## src/rtl/servo_pose_sequencer.sv

```systemverilog
// Servo pose sequencer: plays a stored pose table onto per-joint
// PWM pulse widths, rate-limited to STEP counts per frame.
module servo_pose_sequencer #(
  parameter int NUM_JOINTS   = 4,
  parameter int NUM_POSES    = 8,
  parameter int PW_W         = 20,
  parameter int FRAME_CYCLES = 1_000_000,
  parameter int PULSE_MIN    = 25_000,
  parameter int PULSE_MAX    = 125_000,
  parameter int STEP         = 500,
  parameter int DWELL_FRAMES = 25,
  localparam int PI_W =
    (NUM_POSES > 1) ? $clog2(NUM_POSES) : 1,
  localparam int JI_W =
    (NUM_JOINTS > 1) ? $clog2(NUM_JOINTS) : 1
) (
  input  logic                       clk,
  input  logic                       rst,
  input  logic                       start,
  input  logic                       stop,
  input  logic                       loop_en,
  input  logic [PI_W:0]              num_poses,
  input  logic                       wr_en,
  input  logic [PI_W-1:0]            wr_pose,
  input  logic [JI_W-1:0]            wr_joint,
  input  logic [PW_W-1:0]            wr_data,
  output logic                       wr_err,
  output logic [NUM_JOINTS*PW_W-1:0] pulse_width,
  output logic [NUM_JOINTS-1:0]      servo_en,
  output logic                       busy,
  output logic                       done,
  output logic [PI_W-1:0]            pose_idx,
  output logic                       frame_tick
);

  localparam int FC_W =
    (FRAME_CYCLES > 1) ? $clog2(FRAME_CYCLES) : 1;
  localparam int DW_W = $clog2(DWELL_FRAMES + 1);

  localparam logic [PW_W-1:0] P_MIN  = PW_W'(PULSE_MIN);
  localparam logic [PW_W-1:0] P_MAX  = PW_W'(PULSE_MAX);
  localparam logic [PW_W-1:0] P_STEP = PW_W'(STEP);
  localparam logic [FC_W-1:0] FC_LAST =
    FC_W'(FRAME_CYCLES - 1);
  localparam logic [DW_W-1:0] DW_LAST =
    DW_W'(DWELL_FRAMES - 1);
  localparam logic [PI_W:0] NP_MAX = (PI_W+1)'(NUM_POSES);
  localparam logic [PI_W:0] NP_ONE = (PI_W+1)'(1);

  typedef enum logic [1:0] {
    IDLE,
    LOAD,
    RAMP,
    DWELL
  } state_t;

  state_t state, state_nxt;

  logic [FC_W-1:0] fcnt;
  logic [DW_W-1:0] dwell_cnt;
  logic [PW_W-1:0] tbl [NUM_POSES][NUM_JOINTS];
  logic [PW_W-1:0] pw      [NUM_JOINTS];
  logic [PW_W-1:0] tgt     [NUM_JOINTS];
  logic [PW_W-1:0] pw_nxt  [NUM_JOINTS];
  logic [PW_W-1:0] wr_clamped;
  logic [PI_W:0]   n_eff;
  logic [PI_W:0]   idx_p1;
  logic [PI_W-1:0] idx_nxt;
  logic            last_pose;
  logic            at_tgt;
  logic            do_load;
  logic            do_step;
  logic            dwell_clr;
  logic            dwell_inc;
  logic            done_nxt;

  assign frame_tick = (fcnt == FC_LAST);
  assign busy       = (state != IDLE);

  always_ff @(posedge clk or negedge rst) begin
    if (!rst)            fcnt <= '0;
    else if (frame_tick) fcnt <= '0;
    else                 fcnt <= fcnt + 1'b1;
  end

  always_comb begin
    wr_clamped = wr_data;
    if (wr_data < P_MIN) wr_clamped = P_MIN;
    if (wr_data > P_MAX) wr_clamped = P_MAX;
  end

  // Pose table is plain storage: never reset.
  always_ff @(posedge clk) begin
    if (wr_en && !busy)
      tbl[wr_pose][wr_joint] <= wr_clamped;
  end

  always_comb begin
    n_eff = num_poses;
    if (num_poses == '0)    n_eff = NP_ONE;
    if (num_poses > NP_MAX) n_eff = NP_MAX;
    idx_p1    = {1'b0, pose_idx} + NP_ONE;
    last_pose = (idx_p1 >= n_eff);
  end

  // Move each joint toward its target, never past it.
  always_comb begin
    at_tgt = 1'b1;
    for (int j = 0; j < NUM_JOINTS; j++) begin
      pw_nxt[j] = pw[j];
      unique case (1'b1)
        (pw[j] < tgt[j]):
          pw_nxt[j] = (tgt[j] - pw[j] > P_STEP) ?
                      pw[j] + P_STEP : tgt[j];
        (pw[j] > tgt[j]):
          pw_nxt[j] = (pw[j] - tgt[j] > P_STEP) ?
                      pw[j] - P_STEP : tgt[j];
        default: ;
      endcase
      if (pw_nxt[j] != tgt[j]) at_tgt = 1'b0;
    end
  end

  always_ff @(posedge clk or negedge rst) begin
    if (!rst) state <= IDLE;
    else      state <= state_nxt;
  end

  always_comb begin
    state_nxt = state;
    idx_nxt   = pose_idx;
    do_load   = 1'b0;
    do_step   = 1'b0;
    dwell_clr = 1'b0;
    dwell_inc = 1'b0;
    done_nxt  = 1'b0;
    unique case (state)
      IDLE: begin
        if (start && !stop) begin
          state_nxt = LOAD;
          idx_nxt   = '0;
        end
      end
      LOAD: begin
        do_load   = 1'b1;
        state_nxt = RAMP;
      end
      RAMP: begin
        if (frame_tick) begin
          do_step = 1'b1;
          if (at_tgt) begin
            state_nxt = DWELL;
            dwell_clr = 1'b1;
          end
        end
      end
      DWELL: begin
        if (frame_tick) begin
          if (dwell_cnt != DW_LAST) begin
            dwell_inc = 1'b1;
          end else if (!last_pose) begin
            idx_nxt   = pose_idx + 1'b1;
            state_nxt = LOAD;
          end else if (loop_en) begin
            idx_nxt   = '0;
            state_nxt = LOAD;
          end else begin
            done_nxt  = 1'b1;
            state_nxt = IDLE;
          end
        end
      end
      default: state_nxt = IDLE;
    endcase
    // Abort freezes everything except the state itself.
    if (stop && busy) begin
      state_nxt = IDLE;
      idx_nxt   = pose_idx;
      do_load   = 1'b0;
      do_step   = 1'b0;
      dwell_clr = 1'b0;
      dwell_inc = 1'b0;
      done_nxt  = 1'b0;
    end
  end

  always_ff @(posedge clk or negedge rst) begin
    if (!rst) begin
      for (int j = 0; j < NUM_JOINTS; j++) begin
        pw[j]  <= P_MIN;
        tgt[j] <= P_MIN;
      end
      servo_en  <= '0;
      pose_idx  <= '0;
      dwell_cnt <= '0;
      done      <= 1'b0;
      wr_err    <= 1'b0;
    end else begin
      wr_err   <= wr_en && busy;
      done     <= done_nxt;
      pose_idx <= idx_nxt;
      if (do_load) begin
        for (int j = 0; j < NUM_JOINTS; j++)
          tgt[j] <= tbl[pose_idx][j];
        servo_en <= '1;
      end
      if (do_step) begin
        for (int j = 0; j < NUM_JOINTS; j++)
          pw[j] <= pw_nxt[j];
      end
      if (dwell_clr)      dwell_cnt <= '0;
      else if (dwell_inc) dwell_cnt <= dwell_cnt + 1'b1;
    end
  end

  for (genvar g = 0; g < NUM_JOINTS; g++) begin : g_pw
    assign pulse_width[g*PW_W +: PW_W] = pw[g];
  end

endmodule
```

## config.mk

```make
export PLATFORM = sky130hd
export DESIGN_NAME = servo_pose_sequencer
export DESIGN_NICKNAME = d
export VERILOG_FILES = /design/src/rtl/servo_pose_sequencer.sv
export SDC_FILE = /design/constraint.sdc
export NUM_CORES = 2
export LEC_CHECK = 0
export CORE_MARGIN = 2
export CORE_UTILIZATION = 50
export CTS_CLUSTER_DIAMETER = 80
export DETAILED_ROUTE_END_ITERATION = 12
export DONT_BUFFER_PORTS = 1
export PLACE_DENSITY = 0.76
export SLEW_MARGIN = 20
export SYNTH_ARGS = -nofsm -noshare
export SYNTH_HDL_FRONTEND = slang
export SYNTH_SLANG_ARGS = --single-unit
```

## constraint.sdc

```tcl
create_clock -name clk -period 8.5 [get_ports clk]
set_clock_uncertainty 0.05 [all_clocks]
set_input_delay 1.7 -clock clk [delete_from_list [all_inputs] [get_ports clk]]
set_output_delay 1.7 -clock clk [all_outputs]
set_load 0.05 [all_outputs]
```

# Word-level counts from Yosys, hierarchy flattened
# Memory sizes are Yosys's and may differ from the RTL's. A register that Yosys moved wholly into a read port is not among the register bits.
# Index checks and enable logic that the tools add are counted.
# Widths: inputs -> output; s select.
[classes]
n_reduce_logical = 15
magnitude_cmp = 22
muxes = 61
n_eq_ne = 18
add_sub_neg = 20
n_bitwise = 2
[ops]
columns = ["operator", "count"]
rows = [
  ["$mux 20", 12],
  ["$gt 20x9->1 const B", 8],
  ["$pmux 20 s2", 4],
  ["$sub 20x20->20", 8],
  ["$add 20x9->20 const B", 4],
  ["$gt 20x20->1", 4],
  ["$lt 20x20->1", 4],
  ["$mux 80", 1],
  ["$ne 20x20->1", 4],
  ["$sub 20x9->20 const B", 4],
  ["$demux 20 s2", 1],
  ["$mux 1", 26],
  ["$add 20x1->20 const B", 1],
  ["$eq 20x20->1 const B", 1],
  ["$gt 20x17->1 const B", 1],
  ["$lt 20x15->1 const B", 1],
  ["$ne 3x3->1 const B", 6],
  ["$mux 3", 5],
  ["$mux 2", 6],
  ["$mux 5", 2],
  ["$mux 4", 2],
  ["$pmux 2 s4", 1],
  ["$ne 2x2->1 const B", 3],
  ["$pmux 3 s2", 1],
  ["19 further kinds", 28],
]
[word_totals]
inputBits = 35
out_inout_bits = 91
ram_bits = 640
register_bits = 113
n_memories = 1
[mem_list]
columns = ["name", "depth", "width", "rd", "rd_ports_with_merged_regs", "wr", "line_no", "text"]
rows = [
  ["tbl", 8, 80, 1, 1, 1, "61", "logic [PW_W-1:0] tbl [NUM_POSES][NUM_JOINTS];"],
]

# Depth between registers and ports, before layout
[depth]
depth_word = 14
mapped_depth = 22

# Worst setup path before layout
# Ideal clock, no wire load.
[synth_timing]
path_kind = "reg2reg"
start = "reg pw, in the netlist pulse_width[50]"
end = "reg state[1]"
t_required_ps = 8371
n_path_buf = 2
path_stages_with_launch = 21
period_less_slack_ps = 5549
t_arrival_ps = 5420
setup_slack_ps = 2951
path_cell_list = "dfrtp_1 > clkbuf_1 > inv_1 > ha_1 > buf_6 > nand4_4 > nor3_2 > o2bb2ai_1 > and3_1 > or4b_1 > or4_4 > o41ai_4 > o22ai_1 > nor3_2 > mux2_4 > a2111oi_4 > nand3_1 > nor4_1 > nand4_1 > a21oi_1 > mux2i_1"
[synth_via]
elab_chain_cells = 9
[synth_lines]
columns = ["item", "line_no", "text"]
rows = [
  ["from (decl)", "62", "logic [PW_W-1:0] pw [NUM_JOINTS];"],
  ["from (signal, indexed assignment)", "209", "pw[j] <= pw_nxt[j];"],
  ["$sub 20x20->20, on equally long branches", "116, 113", ""],
  ["$gt 20x9->1, on equally long branches", "116, 113", ""],
  ["$mux 20, on equally long branches", "116, 113", ""],
  ["$pmux 20 s2 (*)", "111", "unique case (1'b1)"],
  ["$ne 20x20->1 (*)", "120", "if (pw_nxt[j] != tgt[j]) at_tgt = 1'b0;"],
  ["$mux 1 (*) (2 in a row)", "120", ""],
  ["$ne 3x3->1 (no line) (*)", "-", ""],
  ["$reduce_and 5->1 (no line) (*)", "-", ""],
  ["to (signal assigned)", "126", "else state <= state_nxt;"],
  ["to (decl)", "57", "state_t state, state_nxt;"],
]
# Every way passes the cells marked *; elsewhere a longest branch is shown, timed or not.
# A chain may end at the register's enable or synchronous reset.

# Worst setup path in the final report
[layout_timing]
start = "reg pw, in the netlist pulse_width[25]"
end = "reg dwell_cnt[0]"
[layout_via]
elab_chain_cells = 13
[layout_lines]
columns = ["item", "line_no", "text"]
rows = [
  ["$sub 20x20->20, on equally long branches", "116, 113", ""],
  ["$gt 20x9->1, on equally long branches", "116, 113", ""],
  ["$mux 20, on equally long branches", "116, 113", ""],
  ["$pmux 20 s2 (*)", "111", ""],
  ["$ne 20x20->1 (*)", "120", ""],
  ["$mux 1 (*) (3 in a row)", "120", ""],
  ["$mux 1 (*)", "151", "if (at_tgt) begin"],
  ["$mux 1 (*)", "149", "if (frame_tick) begin"],
  ["$mux 1 (*)", "137", "unique case (state)"],
  ["$mux 1 (*)", "176", "if (stop && busy) begin"],
  ["$mux 5 or $reduce_bool 2->1 (tied branches)", "-", ""],
  ["to (signal assigned)", "212", "else if (dwell_inc) dwell_cnt <= dwell_cnt + 1'b1;"],
  ["to (decl)", "60", "logic [DW_W-1:0] dwell_cnt;"],
]
# Marks and branches as above.

==> metrics.cfg <==
[final_layout]
drive_gt1_share_pct=12.6
antennaDiodeCount=0
finish.net_count=4525
postLayoutCoreUtil_pct=55.5
final_cells=5648
area_delta_synth_final_pct=10.2

[grt]
pin_count_of_the_biggest_net_entering_global_routing=194
grt_use_total_pct=32.3
grt_pass1_vias=36074
grt_overflow=0
antenna_found_initial=4
grt_pass1_wl_um=238000

[placement]
place_congestion=1.05
hpwlAfterDp_um=113000
place.detailed.instances=5482
count_of_buffers_from_port_buffering=0

[yosys]
syn_inst=4263
async_set_or_reset_flop_fraction_in_the_synthesized_netlist_pct=23.2
seq_area_frac_synth_pct=50.4
number_of_enable_flip_flop_cells_after_synthesis=640
synth-main-ff-cell=edfxtp_1
syn-cell-area_um2=47900
ys_ff_latch=833
ys.warnings.count=0
yosysUniqueCellTypes=103
synth_area_per_cell_um2=11.2

[setup_path]
timing.setup.critical_path_class=reg2reg
data_arrival_time_of_the_critical_path_ns=8.48
critPathMaxStageDelay_ns=0.90
required_ns=8.98
cell_chain_critical_path=inv_1, ha_1, nand4_1, a2111oi_0, a211o_1, a311oi_1, a41o_1, a211oi_1, nor4b_2, buf_4, a22oi_1, buf_4, nand2_1, o2111a_1, o41ai_1, a2111oi_0, and4b_1, nand4_1, nor2_1, nor2_1
timing.critical_path.slowest_stage_cell=a2111oi_0
endpoint_kind=flop
worst_r2r_path_depth=20
timing.critical_path.fanout_max=21
startpoint_type=flop

[power]
ratio_of_total_power_to_cell_area_nw_per_um2=299
leakagePower_nw=19.2
vdd.ir_drop.worst_uv=227
total_power_w=0.0158

[floorplan]
rows=113
die-area_um2=98200
die_x_um=313
die_outline_height_um=313
io_pins=126
placeable_area_um2=95000
floorplan.initialDensity_pct=50.4

[sta]
tightest_slew_ns=1.25
setup-violations-final=0
final_min_period_over_clock_period_pct=94.1
final_count_of_pins_violating_max_slew=0
rsz0062_at_grt=false
clock.fmax_ghz=0.125
post-route-min-period_ns=7.99
max-slew-margin-rel_pct=16.2
timing.final.hold_violations=0
total_negative_setup_slacks_ns=0

[clocking]
clock_sink_count=833
clk_path_buf_depth=3
cts_made_buffers=90
cts-resized-gates=0
postCtsSetupRepairBufs=0
ctsHtreeMaxLevel=3
cts_hold_repair.buffers=0
clk_transition_reported_paths_ns=0.06
cts_tree=yes
cts-root-buf=clkbuf_16
clkLatencyLatePin_ns=0.70

[detailed_routing]
dr.pass1.iters=8
detail_route.wl_per_cell_um=28.5
dr.first_iter.drc_count=5265
detail_route.wirelength_um=161000
drcViolationCount=0
drt-vias-per-instance=6.65
antenna_violating_nets_post_route=0
vias=37558

[job]
drv_cap=0

[run_status]
outcome=completed

[worst_hold_path]
min_delay_path_depth=1
hold_path_class=reg2reg

cell type report:
class                           instances  area [um2]
Fill cell                            7952       42200
Sequential cell                       833       24100
Multi-Input combinational cell       3086       22600
Clock buffer                          119        2460
Tap cell                             1265        1580
Inverter                              206         773
Timing Repair Buffer                   92         703
Clock inverter                         47         573
routing by layer:
layer / wire [um] / vias up / track usage, %
met3: 16800 / 489 / 7.40
met2: 73500 / 2210 / 51.1
met5: 46 / - / 0
met4: 8150 / 8 / 14.0
met1: 62500 / 18478 / 43.0
li1: - / 16373 / -
where the power goes:
group	switching [W]	internal, W
clock network	0.00171	0.00228
logic	0.00410	0.00225
registers	0.000756	0.00466
through the flow:
step	instance area [um2]	worst slack, ns	hold WS, ns
2_1_floorplan	48200	2.95	0.397
3_3_place_gp	49700	1.16	0.419
3_5_place_dp	49700	1.13	0.421
4_1_cts	52700	1.08	0.429
5_1_grt	52800	0.477	0.463
6_report	52800	0.505	0.424
cell families after synthesis:
kind of cell	count (synthesis)	synth area share, %
compound gates	1150	15.7
xor+xnor	169	3.09
fa+ha+maj	181	4.79
buf+inv	439	3.62
flops	833	50.4
mux	274	9.94
other cells	1	0.00783
simple gates	1216	12.5
cells in the final DEF, fill, tap and decap left out, types with 22 or more instances in the layout:
cell type / synthesis / layout
nand4_1: 73 / 73
edfxtp_1: 640 / 640
dfrtp_1: 145 / 141
a21oi_1: 365 / 364
nor2_2: 0 / 35
clkbuf_16: 0 / 90
o22ai_1: 40 / 40
nor2_1: 343 / 306
buf_4: 10 / 91
dfstp_2: 48 / 48
mux4_2: 160 / 160
nor4_1: 44 / 42
o211ai_1: 30 / 30
a221oi_1: 38 / 38
o21ai_0: 229 / 227
a211oi_1: 48 / 48
o21a_1: 35 / 35
conb_1: 1 / 96
and3_1: 43 / 43
a31oi_1: 29 / 29
nand2b_1: 24 / 22
a22oi_1: 33 / 33
o31ai_1: 31 / 30
nor3_1: 104 / 102
a21o_1: 42 / 40
or3_1: 40 / 37
mux2i_1: 107 / 107
ha_1: 177 / 177
xor2_1: 53 / 53
inv_1: 199 / 199
nand2_1: 293 / 293
xnor2_1: 116 / 116
nand3_1: 113 / 112
Yosys cell counts (all sizes together) (53+ instances only):
| master | count | area [um2] |
|---|---|---|
| buf | 64 | 327 |
| xor2 | 53 | 464 |
| clkbuf | 169 | 636 |
| edfxtp | 640 | 19200 |
| mux2i | 107 | 1070 |
| xnor2 | 116 | 1020 |
| o21ai | 238 | 1200 |
| nand2 | 294 | 1110 |
| ha | 177 | 2210 |
| nor3 | 107 | 551 |
| nor2 | 343 | 1290 |
| inv | 199 | 747 |
| nand3 | 113 | 566 |
| mux4 | 160 | 3600 |
| nand4 | 74 | 478 |
| dfrtp | 145 | 3630 |
| a21oi | 366 | 1840 |
worst max-delay path: cells and delay by family (launching register included):
family,cells,cell delay [ns]
AO/OA/AOI/OAI,9,3.69
adder cells (fa/ha/maj),1,0.61
buffers and inverters,3,0.85
flip-flops,1,0.86
AND/OR/NAND/NOR,7,1.76
worst paths after layout:
kind | from | endpoint | slack [ns]
setup / recovery | pulse_width[25] | dwell_cnt[0] | 0.51
hold / removal | fcnt[0] | fcnt[0] | 0.42
setup reg to reg | pulse_width[25] | dwell_cnt[0] | 0.51
hold reg to reg | fcnt[0] | fcnt[0] | 0.42
max in group asynchronous | rst | servo_en[0] | 7.15
min in group asynchronous | rst | fcnt[19] | 0.68
registers in the layout, summed over array words and instances, names as in the netlist:
name         cells
servo_en         1
state            2
pulse_width     80
fcnt            20
done             1
pose_idx         3
wr_err           1
dwell_cnt        5
tbl            640
tgt             80
Power figures use the tool's default switching activity.
